===== src/rtl/br_pkg.sv =====
// br_pkg: shared op encoding and result record for the branch execution unit.
package br_pkg;
  localparam int BR_XLEN_MAX = 64;
  localparam int BR_TAG_MAX = 16;
  typedef enum logic [3:0] {
    BEQ  = 4'd0,
    BNE  = 4'd1,
    BLT  = 4'd4,
    BGE  = 4'd5,
    BLTU = 4'd6,
    BGEU = 4'd7,
    JAL  = 4'd8,
    JALR = 4'd9
  } br_op_t;
  // Fields sized for the widest supported configuration; unused upper bits are constant zero.
  typedef struct packed {
    logic [BR_TAG_MAX-1:0]  tag;
    logic                   taken;
    logic [BR_XLEN_MAX-1:0] next_pc;
    logic [BR_XLEN_MAX-1:0] link;
    logic                   link_en;
    logic                   mispredict;
  } br_result_t;
endpackage


===== src/rtl/br_result_fifo.sv =====
// br_result_fifo: reset-cleared result FIFO with synchronous flush; no pop-through when full.
module br_result_fifo
  import br_pkg::*;
#(
  parameter int DEPTH = 4
) (
  input  logic       i_clk,
  input  logic       i_rst_n,
  input  logic       i_flush,
  input  logic       i_push,
  input  logic       i_pop,
  input  br_result_t i_data,
  output br_result_t o_data,
  output logic       o_full,
  output logic       o_empty
);
  localparam int AW = $clog2(DEPTH);
  br_result_t    r_mem [DEPTH];
  logic [AW-1:0] r_head, r_tail;
  logic [AW:0]   r_count;
  logic          w_push, w_pop;
  assign o_full  = r_count == (AW+1)'(DEPTH);
  assign o_empty = r_count == '0;
  assign o_data  = r_mem[r_head];
  assign w_push  = i_push & ~o_full;
  assign w_pop   = i_pop & ~o_empty;
  always_ff @(posedge i_clk or negedge i_rst_n) begin
    if (!i_rst_n) begin
      r_head  <= '0;
      r_tail  <= '0;
      r_count <= '0;
      for (int i = 0; i < DEPTH; i++) r_mem[i] <= '0;
    end else if (i_flush) begin
      r_head  <= '0;
      r_tail  <= '0;
      r_count <= '0;
    end else begin
      if (w_push) begin
        r_mem[r_tail] <= i_data;
        r_tail        <= r_tail + 1'b1;
      end
      if (w_pop) r_head <= r_head + 1'b1;
      r_count <= r_count + (AW+1)'(w_push) - (AW+1)'(w_pop);
    end
  end
endmodule


===== src/rtl/branch_exec_unit.sv =====
// branch_exec_unit: resolves branches/JAL/JALR against the fetch prediction and
// queues results for the CDB, with saturating retire/mispredict statistics.
module branch_exec_unit
  import br_pkg::*;
#(
  parameter int XLEN  = 32,
  parameter int TAG_W = 4,
  parameter int DEPTH = 4,
  parameter int CNT_W = 32
) (
  input  logic             i_clk,
  input  logic             i_rst_n,
  input  logic             i_flush,
  input  logic             i_in_valid,
  output logic             o_in_ready,
  input  logic [3:0]       i_in_op,
  input  logic [XLEN-1:0]  i_in_rs1,
  input  logic [XLEN-1:0]  i_in_rs2,
  input  logic [XLEN-1:0]  i_in_imm,
  input  logic [XLEN-1:0]  i_in_pc,
  input  logic             i_in_pred_taken,
  input  logic [XLEN-1:0]  i_in_pred_target,
  input  logic [TAG_W-1:0] i_in_tag,
  output logic             o_out_valid,
  input  logic             i_out_ready,
  output logic [TAG_W-1:0] o_out_tag,
  output logic             o_out_taken,
  output logic [XLEN-1:0]  o_out_next_pc,
  output logic [XLEN-1:0]  o_out_link,
  output logic             o_out_link_en,
  output logic             o_out_mispredict,
  output logic [CNT_W-1:0] o_stat_br_cnt,
  output logic [CNT_W-1:0] o_stat_mp_cnt
);
  br_op_t            w_op;
  logic              w_is_jmp, w_taken, w_full, w_empty, w_pop;
  logic [XLEN-1:0]   w_seq, w_sum, w_jmp;
  br_result_t        w_res, w_head;
  logic [CNT_W-1:0]  r_br_cnt, r_mp_cnt;
  assign w_op     = br_op_t'(i_in_op);
  assign w_is_jmp = (w_op == JAL) | (w_op == JALR);
  assign w_seq    = i_in_pc + XLEN'(4);
  assign w_sum    = ((w_op == JALR) ? i_in_rs1 : i_in_pc) + i_in_imm;
  assign w_jmp    = (w_op == JALR) ? {w_sum[XLEN-1:1], 1'b0} : w_sum;
  always_comb begin
    w_taken = 1'b0;
    case (w_op)
      BEQ:       w_taken = i_in_rs1 == i_in_rs2;
      BNE:       w_taken = i_in_rs1 != i_in_rs2;
      BLT:       w_taken = $signed(i_in_rs1) < $signed(i_in_rs2);
      BGE:       w_taken = $signed(i_in_rs1) >= $signed(i_in_rs2);
      BLTU:      w_taken = i_in_rs1 < i_in_rs2;
      BGEU:      w_taken = i_in_rs1 >= i_in_rs2;
      JAL, JALR: w_taken = 1'b1;
      default:   w_taken = 1'b0;
    endcase
  end
  always_comb begin
    w_res            = '0;
    w_res.tag        = BR_TAG_MAX'(i_in_tag);
    w_res.taken      = w_taken;
    w_res.next_pc    = BR_XLEN_MAX'(w_taken ? w_jmp : w_seq);
    w_res.link       = BR_XLEN_MAX'(w_is_jmp ? w_seq : '0);
    w_res.link_en    = w_is_jmp;
    w_res.mispredict = (w_taken != i_in_pred_taken) | (w_taken & (w_jmp != i_in_pred_target));
  end
  br_result_fifo #(.DEPTH(DEPTH)) u_fifo (
    .i_clk   (i_clk),
    .i_rst_n (i_rst_n),
    .i_flush (i_flush),
    .i_push  (i_in_valid),
    .i_pop   (i_out_ready),
    .i_data  (w_res),
    .o_data  (w_head),
    .o_full  (w_full),
    .o_empty (w_empty)
  );
  assign o_in_ready       = ~w_full;
  assign o_out_valid      = ~w_empty;
  assign o_out_tag        = w_head.tag[TAG_W-1:0];
  assign o_out_taken      = w_head.taken;
  assign o_out_next_pc    = w_head.next_pc[XLEN-1:0];
  assign o_out_link       = w_head.link[XLEN-1:0];
  assign o_out_link_en    = w_head.link_en;
  assign o_out_mispredict = w_head.mispredict;
  assign o_stat_br_cnt    = r_br_cnt;
  assign o_stat_mp_cnt    = r_mp_cnt;
  assign w_pop            = ~w_empty & i_out_ready & ~i_flush;
  always_ff @(posedge i_clk or negedge i_rst_n) begin
    if (!i_rst_n) begin
      r_br_cnt <= '0;
      r_mp_cnt <= '0;
    end else if (w_pop) begin
      r_br_cnt <= (&r_br_cnt) ? r_br_cnt : r_br_cnt + 1'b1;
      if (w_head.mispredict) r_mp_cnt <= (&r_mp_cnt) ? r_mp_cnt : r_mp_cnt + 1'b1;
    end
  end
endmodule


===== config.mk =====
export PLATFORM = sky130hd
export DESIGN_NAME = branch_exec_unit
export DESIGN_NICKNAME = d
export VERILOG_FILES = /design/src/rtl/br_pkg.sv /design/src/rtl/br_result_fifo.sv /design/src/rtl/branch_exec_unit.sv
export SDC_FILE = /design/constraint.sdc
export NUM_CORES = 1
export LEC_CHECK = 0
export ABC_AREA = 1
export BUFFER_PORTS_ARGS = -buffer_cell sky130_fd_sc_hd__buf_4
export CORE_MARGIN = 4
export CORE_UTILIZATION = 25
export CTS_BUF_LIST = sky130_fd_sc_hd__clkbuf_4 sky130_fd_sc_hd__clkbuf_8 sky130_fd_sc_hd__clkbuf_16
export DETAILED_ROUTE_END_ITERATION = 8
export GPL_TIMING_DRIVEN = 0
export PLACE_DENSITY_LB_ADDON = 0.12
export SLEW_MARGIN = 25
export SYNTH_ARGS = -nofsm -noshare
export SYNTH_HDL_FRONTEND = slang
export SYNTH_SLANG_ARGS = --single-unit
export TNS_END_PERCENT = 20

===== constraint.sdc =====
create_clock -name i_clk -period 2.1 [get_ports i_clk]
set_input_delay 0.21 -clock i_clk [delete_from_list [all_inputs] [get_ports i_clk]]
set_output_delay 0.21 -clock i_clk [all_outputs]
set_load 0.01 [all_outputs]

# == Word-level counts from Yosys, hierarchy flattened ==
# Index checks and enable logic that the tools add are counted.
# totals
register_bits,659
input_bits,174
out_inout_bits,137
elab_cells,96
# op_classes
addsub,8
magnitude_cmp,7
eq_ne,12
mux,16
bitwise_logic,13
n_reduce_logical,11
# op_table
cell,count
$bwmux W588,1
$bmux W147 S2,1
$demux W147 S2,1
$mux W135,2
$mux W147,1
$mux W32,3
$add A32 B1 Y32 const B,2
$ge A32 B32 Y1,2
$lt A32 B32 Y1,2
$ne A32 B32 Y1,2
$reduce_and A32 Y1,2
$add A32 B3 Y32 const B,1
$add A32 B32 Y32,1
$eq A32 B32 Y1,1
$eq A4 B3 Y1 const B,4
$eq A4 B4 Y1 const B,2
$mux W2,4
$pmux W1 S7,1
$ge A3 B3 Y1 const B,2
$not A2 Y3,2
$not A1 Y1,5
$add A2 B1 Y2 const B,2
$and A1 B1 Y1,4
$eq A4 B1 Y1 const B,1
15 further kinds,18

# == Logic depth before layout (Yosys ltp) ==
# depth
depth_word,8
mapped_depth,29
depth_no_buf,27

# == Hierarchy ==
# Synthesis repeated with hierarchy kept, for this count alone.
# hier_totals
hier_cells,5037
hier_area_um2,37506.0
# modules_own_cells
mod,instances,cells_each,area_each_um2,seq_area_each_um2
br_result_fifo,1,3502,28294.6,14889.3
branch_exec_unit,1,1535,9211.3,1601.5

# == Least setup slack after synthesis ==
# Ideal clock, no wire load.
# synth_path
path_kind,input -> register
from,in i_in_op[0]
to,reg u_fifo.r_mem[0] (netlist bit)
setup_ns,0.118
arrival_time_ns,2.964
required_ns,1.982
slack_ns,-0.982
stages,23
n_path_buf,2
cell_sequence,inv_1 nor2_1 nand2_1 inv_1 clkbuf_1 clkbuf_1 nand2_1 o21ai_0 ha_1 nand2_1 inv_1 a21oi_2 nand2_1 nand2_1 nand2_1 nand2_1 nand2_1 a21oi_1 xnor3_1 nor2_1 nand3_2 nand3_1 nand2_1
# synth_via
elab_chain_cells,8
word_cells_on_any_way,18
cone_classes,add/sub: 1; eq/ne: 9; mux: 4; bitwise: 2; reduce/logical: 2
# synth_lines
item,line,source
from (decl),branch_exec_unit.sv:16,"input logic [3:0] i_in_op,"
$eq A4 B4 Y1,"branch_exec_unit.sv:43, branch_exec_unit.sv:44, branch_exec_unit.sv:47",
$mux W32,branch_exec_unit.sv:43,assign w_sum = ((w_op == JALR) ? i_in_rs1 : i_in_pc) + i_in_imm;
$add A32 B32 Y32,branch_exec_unit.sv:43,
$mux W1,branch_exec_unit.sv:44,"assign w_jmp = (w_op == JALR) ? {w_sum[XLEN-1:1], 1'b0} : w_sum;"
$ne A32 B32 Y1,branch_exec_unit.sv:65,w_res.mispredict = (w_taken != i_in_pred_taken) | (w_taken & (w_jmp != i_in_pred_target));
$and A1 B1 Y1,branch_exec_unit.sv:65,
$or A1 B1 Y1 *,branch_exec_unit.sv:65,
$bwmux W588 *,br_result_fifo.sv:39,r_mem[r_tail] <= i_data;
"to (signal, indexed assignment)",br_result_fifo.sv:39,
to (decl),br_result_fifo.sv:18,br_result_t r_mem [DEPTH];
# Every way passes the cells marked *; elsewhere a longest branch is shown, timed or not.
# A chain may end at the register's enable or synchronous reset.

# == Worst setup path in the final report ==
# Ends and elaborated chain as after synthesis.

==> results_dict.tcl <==
set metrics [dict create \
    hpwl_mm 76.78 \
    area_growth_pct 59.37 \
    synth_warnings 0 \
    io_pins 311 \
    finalSetupViolations 157 \
    layout_common_cells "nand2_1, buf_4, dfrtp_1" \
    antenna_found_initial 2 \
    finalCritPeriodShare_pct 127.0 \
    max_freq_ghz 0.3749 \
    final_cell_area_um2 35140 \
    crit_fanout 5 \
    io_buffers 308 \
    rsz0062_at_grt "yes" \
    synth_fp_nets 3403 \
    grt_max_degree 84 \
    clock_skew_ps 22.44 \
    final.setup.worst_slack_ps -567.5 \
    grt_first_pass_wirelength_mm 151.4 \
    layout_commonest_cell "nand2_1" \
    violations "setup timing" \
    fp-row-count 108 \
    ys_ff_latch 355 \
    final_cells 4892 \
    r2r-end "o_stat_mp_cnt[29]" \
    cts_tree "done" \
    holdPathStages 4 \
    outcome "finished with violations" \
    drtIter0Drc 1619 \
    clock_path_buffers 3 \
    grt_overflow_total 0 \
    fp.dieH_um 305.0 \
    worstPathRequired_ps 2570 \
    final_max_slew_viol_count 0 \
    worst_pin_slew_ps 958.8 \
    wl_mm 104.1 \
    nNetsFinal 3952 \
    hp-start "i_in_pc[11]" \
    power_mw 34.48 \
    regToRegSetupSlack_ps -280 \
    worstHoldPathType "input pin to flop" \
    endpoint_kind "flop" \
    syn_area_per_cell_um2 6.997 \
    timing.slew.headroom_pct 36.08 \
    synthCells 3151 \
    yosysUniqueCellTypes 50 \
    die_w_um 305.0 \
    reg2regPathDepth 15 \
    numCtsBuffers 44 \
    drive_gt1_share_pct 38.27 \
    min_to "u_fifo.r_mem[307]" \
    initial_core_util_pct 25.30 \
    placed_cell_area_um2 26110 \
    grt_util_all_layers_pct 21.48 \
    synth_edf_count 0 \
    finalHoldViolCount 0 \
    syn_area_um2 22050 \
    num_vias 23550 \
    drc 0 \
    core_area_um2 87160 \
    routedWlPerCell_um 21.29 \
    yosysSeqAreaShare_pct 40.29 \
    cts.sinks 355 \
    routabilityCongestion 0.8902 \
    vias_per_cell 4.814 \
    power.density_nw_per_um2 981.3 \
    arrival_ps 3140 \
    place_inst 4618 \
    dieArea_um2 93000 \
    worstSetupPathType "input pin to flop" \
    final_util_pct 40.31 \
    peakVddDrop_mv 0.6807 \
    synthFlopType "dfrtp_1" \
    clkSlewWorstSetupHoldPaths_ps 60 \
    grt_pass1_vias 23290 \
    h-tree-depth 2 \
    fillerInstances 8995 \
    reg2reg_from "u_fifo.r_head[0]" \
    leakagePower_nw 16.82 \
    timing.max_cap.violations 0 \
    min_period_ps 2667 \
    detail-route-antenna-nets 0 \
    firstDrtPassIters 5 \
    insertion_delay_ps 590 \
    synthArstFlopShare_pct 100.0 \
    root_buffer "clkbuf_16" \
    critPathLaunchType "input pin" \
]
## cell type report
class	count	area (µm²)	area share, %
sequential	355	8900	25.33
buffer	127	1440	4.099
clock buffer	68	1381	3.931
timing repair buffer	502	4698	13.37
antenna	3	7.507	0.02137
timing repair inverter	1	16.27	0.04629
clock inverter	12	217.7	0.6196
inverter	283	1117	3.180
multi-input combinational	2386	15910	45.29
tap	1155	1445	4.113
## worst max-delay path, cell delays in order
cell and delay (ps):
buf_12 110, inv_12 40, nor2_4 30, nand2_4 90, inv_6 60, clkbuf_16 160, clkbuf_16 170, buf_6 120
o21ai_4 220, ha_4 270, buf_4 140, a21oi_4 140, o21ai_2 110, a21oi_4 160, buf_4 140, nand3_2 80
nand3_1 70, nand2_1 50, inv_1 50, nand2_1 50, nor2_2 130, nand2_2 80, nor2_4 130, nand3_4 150
nand3_2 90, nand2_1 60
## synth_stat cells, types with 3 or more instances
| library cell | count | area share (%) |
|---|---|---|
| and2_1 | 3 | 0.085 |
| xnor2_1 | 22 | 0.87 |
| o22ai_1 | 70 | 2.0 |
| nor2_2 | 7 | 0.20 |
| nand2_2 | 13 | 0.37 |
| nor2_1 | 290 | 4.9 |
| a21oi_1 | 45 | 1.0 |
| buf_2 | 7 | 0.16 |
| o21ai_2 | 3 | 0.12 |
| nand3b_1 | 13 | 0.44 |
| ha_1 | 76 | 4.3 |
| dfrtp_1 | 355 | 40 |
| nor4_1 | 23 | 0.65 |
| or2_2 | 18 | 0.51 |
| nand3_1 | 285 | 6.5 |
| inv_2 | 4 | 0.068 |
| inv_1 | 278 | 4.7 |
| xor2_1 | 64 | 2.5 |
| o21ai_0 | 282 | 6.4 |
| nand4_1 | 32 | 0.91 |
| clkbuf_1 | 109 | 1.9 |
| nand2_1 | 1063 | 18 |
| nor3_1 | 36 | 0.82 |
| buf_1 | 9 | 0.15 |
| nor3_2 | 4 | 0.18 |
| o21ai_1 | 4 | 0.091 |
| o21bai_1 | 4 | 0.14 |
| nor2_4 | 5 | 0.26 |
## timing repair
item                       in CTS  in global routing
gates resized for setup       969                463
setup buffers                  69                 91
hold buffers                    6                  0
pin swaps                     165                174
cloned                         23                  4
setup endpoints to repair     341                364
hold endpoints to repair      163                  0
## worst max-delay path by stage
stage          slack [ps]           endpoint        from
4_1_cts              -500    u_fifo.r_mem[0]  i_in_op[0]
2_1_floorplan        -600    u_fifo.r_mem[0]  i_in_op[0]
3_5_place_dp        -2090  u_fifo.r_mem[294]  i_in_op[0]
3_3_place_gp        -3060  u_fifo.r_mem[516]     i_rst_n
6_report             -570    u_fifo.r_mem[0]  i_in_op[0]
5_1_grt              -730  u_fifo.r_mem[147]  i_in_op[0]
## metal layers
layer	wire length (µm)	track usage (%)
met4	4424	8.478
met3	5696	3.194
met1	44590	28.03
met2	49420	35.81
met5	0	0
## cells by family (layout without fill, tap and decap cells)
| group | count (synthesis) | after routing | synth area share [%] |
|---|---|---|---|
| AO/OA/AOI/OAI | 417 | 417 | 10.10 |
| adder cells (fa/ha/maj) | 78 | 78 | 4.495 |
| buffers and inverters | 410 | 993 | 7.071 |
| XOR/XNOR | 87 | 87 | 3.519 |
| AND/OR/NAND/NOR | 1804 | 1804 | 34.53 |
| other | 0 | 3 | 0 |
| flip-flops | 355 | 355 | 40.29 |
## per-stage QoR
step	hold slack (ps)	setup TNS [ps]	worst slack, ps
CTS	2.301	-37450	-504.0
global route	40.24	-47110	-728.2
floorplan	-85.59	-15890	-603.9
detailed placement	152.4	-290490	-2089
global placement	442.7	-1359630	-3055
finish	49.63	-25630	-567.5
## power breakdown
group          total, mW  internal [mW]  switching (mW)  leakage, nW
clock               8.38           5.16            3.23        0.798
combinational       16.2           7.41            8.75         11.3
sequential          9.94           8.59            1.34         4.68
total               34.5           21.2            13.3         16.8
## sequential cells by signal, indices dropped and copies added, names as in the netlist
name            cells
o_stat_br_cnt      32
o_stat_mp_cnt      32
u_fifo.r_count      3
u_fifo.r_head       2
u_fifo.r_mem      284
u_fifo.r_tail       2
Note: power is estimated with default switching activity, not from simulation.
